==> src/rtl/cpu_ctrl_pkg.sv <==
// Shared definitions for the CPU run/step/rate controller.
// Holds the FSM state encoding and the rate_sel divider shift table.
package cpu_ctrl_pkg;

    typedef enum logic [1:0] {
        S_HOLD = 2'd0,
        S_RUN  = 2'd1,
        S_HALT = 2'd2,
        S_STEP = 2'd3
    } state_t;

    localparam int unsigned RATE_SHIFT_0 = 0;
    localparam int unsigned RATE_SHIFT_1 = 4;
    localparam int unsigned RATE_SHIFT_2 = 10;

    // Number of low divider bits that must all be ones for a tick; the
    // slowest setting uses the full divider width.
    function automatic int unsigned rate_shift(input logic [1:0] sel, input int unsigned ctr_w);
        case (sel)
            2'd0:    return RATE_SHIFT_0;
            2'd1:    return RATE_SHIFT_1;
            2'd2:    return RATE_SHIFT_2;
            default: return ctr_w;
        endcase
    endfunction

endpackage

==> src/rtl/sw_debounce.sv <==
// Switch debouncer: 2-flop synchroniser followed by a stability counter.
// The output follows the synchronised input after DEB_CYC consecutive mismatching cycles.
module sw_debounce #(
    parameter int unsigned DEB_CYC = 50000
) (
    input  logic clk,
    input  logic reset,
    input  logic din,
    output logic dout
);

    localparam int unsigned CNT_W = (DEB_CYC > 1) ? $clog2(DEB_CYC) : 1;
    localparam logic [CNT_W-1:0] CNT_LAST = CNT_W'(DEB_CYC - 1);

    logic             sync_1;
    logic             sync_2;
    logic [CNT_W-1:0] stable_cnt;

    always_ff @(posedge clk) begin
        if (!reset) begin
            sync_1     <= 1'b0;
            sync_2     <= 1'b0;
            dout       <= 1'b0;
            stable_cnt <= '0;
        end else begin
            sync_1 <= din;
            sync_2 <= sync_1;
            // Any cycle where the input agrees with the output restarts the count.
            if (sync_2 != dout) begin
                if (stable_cnt == CNT_LAST) begin
                    dout       <= sync_2;
                    stable_cnt <= '0;
                end else begin
                    stable_cnt <= stable_cnt + 1'b1;
                end
            end else begin
                stable_cnt <= '0;
            end
        end
    end

endmodule

==> src/rtl/cpu_clk_ctrl.sv <==
// Run/step/rate controller for the core: turns debounced board switches into a
// single-cycle clock-enable strobe, a held CPU reset and a strobe counter.
//
// state  | meaning
// -------+-----------------------------------------------------------
// S_HOLD | CPU held in reset; hold counter runs once rst_sw released
// S_RUN  | free running, cpu_ce follows the rate divider tick
// S_HALT | stopped, waiting for a step edge or run_sw
// S_STEP | issue exactly one cpu_ce strobe, then back to S_HALT
module cpu_clk_ctrl
    import cpu_ctrl_pkg::*;
#(
    parameter int unsigned CTR_W    = 17,
    parameter int unsigned DEB_CYC  = 50000,
    parameter int unsigned HOLD_CYC = 16
) (
    input  logic        clk,
    input  logic        reset,
    input  logic        run_sw,
    input  logic        step_btn,
    input  logic        rst_sw,
    input  logic [1:0]  rate_sel,
    output logic        cpu_ce,
    output logic        cpu_reset,
    output logic [1:0]  state,
    output logic [15:0] ce_cnt
);

    localparam int unsigned HOLD_W = (HOLD_CYC > 1) ? $clog2(HOLD_CYC) : 1;
    localparam logic [HOLD_W-1:0] HOLD_LAST = HOLD_W'(HOLD_CYC - 1);

    logic run_deb;
    logic step_deb;
    logic rst_deb;
    logic step_prev;
    logic step_rise;

    state_t             cur_state;
    state_t             nxt_state;
    logic               ce_nxt;
    logic               rst_nxt;
    logic               hold_exit;
    logic [HOLD_W-1:0]  hold_cnt;
    logic [HOLD_W-1:0]  hold_nxt;
    logic [CTR_W-1:0]   divider;
    logic [CTR_W-1:0]   rate_mask;
    int unsigned        rate_k;
    logic               tick;

    sw_debounce #(.DEB_CYC(DEB_CYC)) u_deb_run (
        .clk   (clk),
        .reset (reset),
        .din   (run_sw),
        .dout  (run_deb)
    );

    sw_debounce #(.DEB_CYC(DEB_CYC)) u_deb_step (
        .clk   (clk),
        .reset (reset),
        .din   (step_btn),
        .dout  (step_deb)
    );

    sw_debounce #(.DEB_CYC(DEB_CYC)) u_deb_rst (
        .clk   (clk),
        .reset (reset),
        .din   (rst_sw),
        .dout  (rst_deb)
    );

    assign step_rise = step_deb & ~step_prev;
    assign state     = cur_state;

    // A shift of zero yields an empty mask, so the compare is always true.
    always_comb begin
        rate_k = rate_shift(rate_sel, CTR_W);
        rate_mask = '0;
        for (int unsigned i = 0; i < CTR_W; i++) begin
            rate_mask[i] = (i < rate_k);
        end
    end

    assign tick = ((divider & rate_mask) == rate_mask);

    always_comb begin
        nxt_state = cur_state;
        ce_nxt    = 1'b0;
        rst_nxt   = 1'b0;
        hold_nxt  = '0;
        hold_exit = 1'b0;
        if (rst_deb) begin
            nxt_state = S_HOLD;
            rst_nxt   = 1'b1;
        end else begin
            case (cur_state)
                S_HOLD: begin
                    if (hold_cnt == HOLD_LAST) begin
                        nxt_state = run_deb ? S_RUN : S_HALT;
                        hold_exit = 1'b1;
                    end else begin
                        rst_nxt  = 1'b1;
                        hold_nxt = hold_cnt + 1'b1;
                    end
                end
                S_RUN: begin
                    // The tick seen on the run-falling cycle still strobes.
                    ce_nxt = tick;
                    if (!run_deb) begin
                        nxt_state = S_HALT;
                    end
                end
                S_HALT: begin
                    if (step_rise) begin
                        nxt_state = S_STEP;
                    end else if (run_deb) begin
                        nxt_state = S_RUN;
                    end
                end
                S_STEP: begin
                    ce_nxt    = 1'b1;
                    nxt_state = S_HALT;
                end
                default: begin
                    nxt_state = S_HOLD;
                    rst_nxt   = 1'b1;
                end
            endcase
        end
    end

    always_ff @(posedge clk) begin
        if (!reset) begin
            cur_state <= S_HOLD;
            cpu_ce    <= 1'b0;
            cpu_reset <= 1'b1;
            ce_cnt    <= '0;
            divider   <= '0;
            hold_cnt  <= '0;
            step_prev <= 1'b0;
        end else begin
            cur_state <= nxt_state;
            cpu_ce    <= ce_nxt;
            cpu_reset <= rst_nxt;
            hold_cnt  <= hold_nxt;
            step_prev <= step_deb;
            divider   <= hold_exit ? '0 : divider + 1'b1;
            if (hold_exit) begin
                ce_cnt <= '0;
            end else if (ce_nxt) begin
                ce_cnt <= ce_cnt + 1'b1;
            end
        end
    end

endmodule

==> config.mk <==
export PLATFORM = sky130hd
export DESIGN_NAME = cpu_clk_ctrl
export DESIGN_NICKNAME = d
export VERILOG_FILES = /design/src/rtl/cpu_ctrl_pkg.sv /design/src/rtl/sw_debounce.sv /design/src/rtl/cpu_clk_ctrl.sv
export SDC_FILE = /design/constraint.sdc
export NUM_CORES = 1
export LEC_CHECK = 0
export CAP_MARGIN = 20
export CORE_ASPECT_RATIO = 0.5
export CORE_UTILIZATION = 45
export CTS_BUF_LIST = sky130_fd_sc_hd__clkbuf_8
export CTS_CLUSTER_DIAMETER = 80
export DETAILED_ROUTE_END_ITERATION = 16
export SYNTH_ARGS = -nofsm -noshare
export SYNTH_HDL_FRONTEND = slang
export SYNTH_HIERARCHICAL = 1
export SYNTH_SLANG_ARGS = --single-unit
==> constraint.sdc <==
create_clock -name clk -period 2 [get_ports clk]
set_input_delay 0.4 -clock clk [delete_from_list [all_inputs] [get_ports clk]]
set_output_delay 0.4 -clock clk [all_outputs]
set_load 0.005 [all_outputs]
==> key figures <==
Status
  – Outcome: finished, final reports clean

Detailed routing
  – Detail Route Antenna Nets: 0
  – Residual DRC count: 0
  – First-pass DRT Iterations: 4
  – Vias: 3283
  – Total Wirelength: 7935 µm
  – Iter 0 DRT Violations: 123
  – Avg WL per Cell: 12.25 µm
  – Vias per std cell: 5.066

Global routing
  – All-layer global routing usage: 16.80%
  – Most used routing layer: met2
  – First-pass GRT wire length: 13490 µm
  – Vias in the first global route: 2944
  – Initial antenna violation count: 0
  – GR Util met2: 25.19%
  – Remaining global-route overflow: 0
  – Met1 Use GR: 22.66%
  – Met3 Track Usage GR: 5.548%
  – Largest net degree at the start of global routing: 32

Worst setup path
  – Startpoint types: flop
  – Critical path endpoint category: primary output
  – Crit path cell chain: buf_4 -> clkdlybuf4s50_1
  – CP peak stage delay: 0.50 ns
  – Worst path top cell family by delay: buffers and inverters
  – Critical Path Slowest Stage Cell: clkdlybuf4s50_1
  – CP Max Fanout: 5
  – Worst setup path class: flop to primary output
  – Crit path DAT: 1.47 ns
  – Buf/Inv on CP: 2
  – CP Data Required Time: 1.60 ns

Logic synthesis
  – Post-synthesis net count: 486
  – Distinct cell type count of the synthesized netlist: 43
  – Post-synthesis adder-cell area fraction: 1.717%
  – Mux cell area share after synthesis: 0.9159%
  – Seq cells post-synth: 99
  – Top cell type's share of synthesized area: 45.33%
  – Cell Area, Synth: 4372 µm²
  – Xor and xnor fraction of the mapped netlist area: 12.02%
  – Largest family of logic cells by synthesized area: simple AND/OR/NAND/NOR gates
  – Yosys warns: 6
  – Simple-Gate Fraction of Synth Area: 31.37%
  – Area contributors post-synth: dfxtp_1, xnor2_1, nor2_1
  – Cell taking the most area after synthesis: dfxtp_1
  – Syn Inst Count: 473
  – Seq/Total Area, Yosys: 45.33%
  – Synth Area in Compound Gates: 5.695%
  – Average cell area after synthesis: 9.242 µm²

Place
  – # port buffers: 26
  – Placed Cells: 633
  – GPL Wtd Cong: 0.7659
  – Detail Placement HPWL: 5429 µm

CTS
  – TritonCTS Sinks: 99
  – CTS clk-pin slew, worst paths: 0.09 ns
  – H-tree levels: 3
  – Worst skew pair latency: 0.37 ns
  – CTS tree: yes
  – Total CTS buffers: 9
  – Post_cts resized: 0
  – Hold buffer count at CTS: 0
  – Root buffer cell: clkbuf_8
  – CTS max path bufs: 2
  – Post-CTS setup buffers: 0

Layout
  – Layout Nets: 527
  – Layout fillers: 861
  – Share of cells above drive strength 1: 11.58%
  – Layout area overhead: 16.11%
  – Finished Layout Cells: 648
  – Ant. Diodes: 0
  – Final core occ: 55.97%

STA
  – Fmax: 536.0 MHz
  – Relative slew slack: 68.29%
  – Hold Fails Final Rpt: 0
  – Post-layout min period: 1.866 ns
  – Setup violators final: 0
  – Final Skew: 0.007896 ns
  – Max-slew violations: 0
  – Worst-margin pin slew: 0.4746 ns
  – Post-route clock period utilization: 93.29%

Floorplanning
  – Die width: 141.4 µm
  – Row cnt: 24
  – Die ar.: 10140 µm²
  – # IOs: 27
  – Starting density of the core: 48.21%
  – DIE HEIGHT: 71.70 µm
  – CORE AREA: 9069 µm²

Flow run
  – Max cap viols: 0

Power and ir drop
  – Overall power: 3349 µW
  – Worst vdd ir: 0.0002525 V
  – Pleak: 0.001617 µW
  – Pwr dens: 659.7 nW/µm²

Worst hold path
  – Tightest Hold Check Type: flop to flop
==> cells by family (layout without fill, tap and decap cells) <==
kind of cell             Yosys count  count (layout)
flip-flops                        99              99
AND/OR/NAND/NOR                  235             235
XOR/XNOR                          60              60
multiplexers                       4               4
AO/OA/AOI/OAI                     43              43
buffers and inverters             26              71
adder cells (fa/ha/maj)            6               6
==> registers in the layout (all words and copies together), names as in the netlist <==
signal                 flops
state                      2
cpu_ce                     1
u_deb_run/sync_1           1
hold_cnt                   4
step_prev                  1
u_deb_rst/sync_1           1
u_deb_rst/dout             1
u_deb_step/sync_2          1
u_deb_run/sync_2           1
u_deb_run/dout             1
u_deb_rst/sync_2           1
u_deb_rst/stable_cnt      16
u_deb_step/sync_1          1
ce_cnt                    16
u_deb_step/stable_cnt     16
u_deb_run/stable_cnt      16
u_deb_step/dout            1
cpu_reset                  1
divider                   17
==> metrics by stage <==
stage / setup slack [ns] / hold WS, ns / TNS (ns) / area, µm²
4_1_cts: 0.08699 / 0.4415 / 0 / 5049
3_3_place_gp: -0.1214 / 0.4154 / -0.8826 / 4856
3_5_place_dp: -0.1126 / 0.4190 / -0.7835 / 4856
5_1_grt: -0.01117 / 0.4569 / -0.01117 / 5076
6_report: 0.1343 / 0.4383 / 0 / 5076
2_1_floorplan: 0.2516 / 0.4118 / 0 / 4372
==> metal layers <==
metal	routed length, µm	share of wire [%]
met5	0	0
met4	104	1.3
met3	287	3.6
met2	3351	42
met1	4191	53
==> report_power, final <==
group          internal [µW]  switching [µW]
sequential              1990            14.8
clock                    601             667
combinational           35.3            42.2
total                   2620             724
==> synth_stat cells <==
library cell,count
nor4_2,9
ha_1,6
and3_1,7
nand2b_1,3
o21ai_1,1
o21ai_0,10
nor4b_1,3
and2_0,1
nor3_2,1
o21a_1,1
nand3_1,27
nor4bb_1,6
nor2b_1,5
nand4_4,4
buf_2,1
or4_1,8
nor2_1,79
or2_1,1
mux2i_1,4
nand2_1,20
xnor2_1,44
nand4b_1,3
clkbuf_1,4
buf_6,4
inv_1,16
a21oi_1,19
buf_1,1
a211oi_1,1
a311oi_1,1
o31ai_1,8
nand3_2,7
xor2_1,16
dfxtp_1,99
nor2_2,3
nor3_1,15
nor3b_1,1
a31oi_1,1
or3_1,8
nand4_2,1
o31a_1,1
and2_1,10
nand4_1,10
nor4_1,3
==> placed cells by master, fill, tap and decap left out, drive strengths merged, types with 2 or more instances in the layout <==
cell | Yosys | layout
a21oi | 19 | 19
mux2i | 4 | 4
clkdlybuf4s50 | 0 | 26
ha | 6 | 6
nand2 | 20 | 20
o31ai | 8 | 8
o21ai | 11 | 11
inv | 16 | 17
or3 | 8 | 8
clkbuf | 4 | 10
or4 | 8 | 8
nand4b | 3 | 3
and3 | 7 | 7
nor2 | 82 | 82
clkinv | 0 | 2
nand4 | 15 | 15
nand2b | 3 | 3
dfxtp | 99 | 99
nor4b | 3 | 3
nor3 | 16 | 16
xnor2 | 44 | 44
xor2 | 16 | 16
nand3 | 34 | 34
nor4 | 12 | 12
nor2b | 5 | 5
and2 | 11 | 11
nor4bb | 6 | 6
buf | 6 | 14
==> final timing paths <==
| path | start | to | slack, ns | depth (start not counted) |
|---|---|---|---|---|
| setup / recovery | state[1]$_SDFFE_PP0P_ | state[1] | 0.13 | 2 |
| hold / removal | u_deb_rst/sync_1$_SDFF_PN0_ | u_deb_rst/sync_2$_SDFF_PN0_ | 0.44 | 1 |
| hold reg to reg | u_deb_rst/sync_1$_SDFF_PN0_ | u_deb_rst/sync_2$_SDFF_PN0_ | 0.44 | 1 |
| setup reg to reg | divider[3]$_SDFF_PP0_ | ce_cnt[7]$_SDFFE_PP0P_ | 0.14 | 6 |
==> final cells by class <==
class,instances,area [µm²],area share (%)
Inverter,16,60.06,1.183
Timing Repair Buffer,40,390.4,7.690
Clock inverter,5,55.05,1.085
Multi-Input combinational cell,348,2282,44.96
Tap cell,130,162.7,3.204
Sequential cell,99,1988,39.17
Clock buffer,10,137.6,2.711
Note: power is estimated with default switching activity, not from simulation.
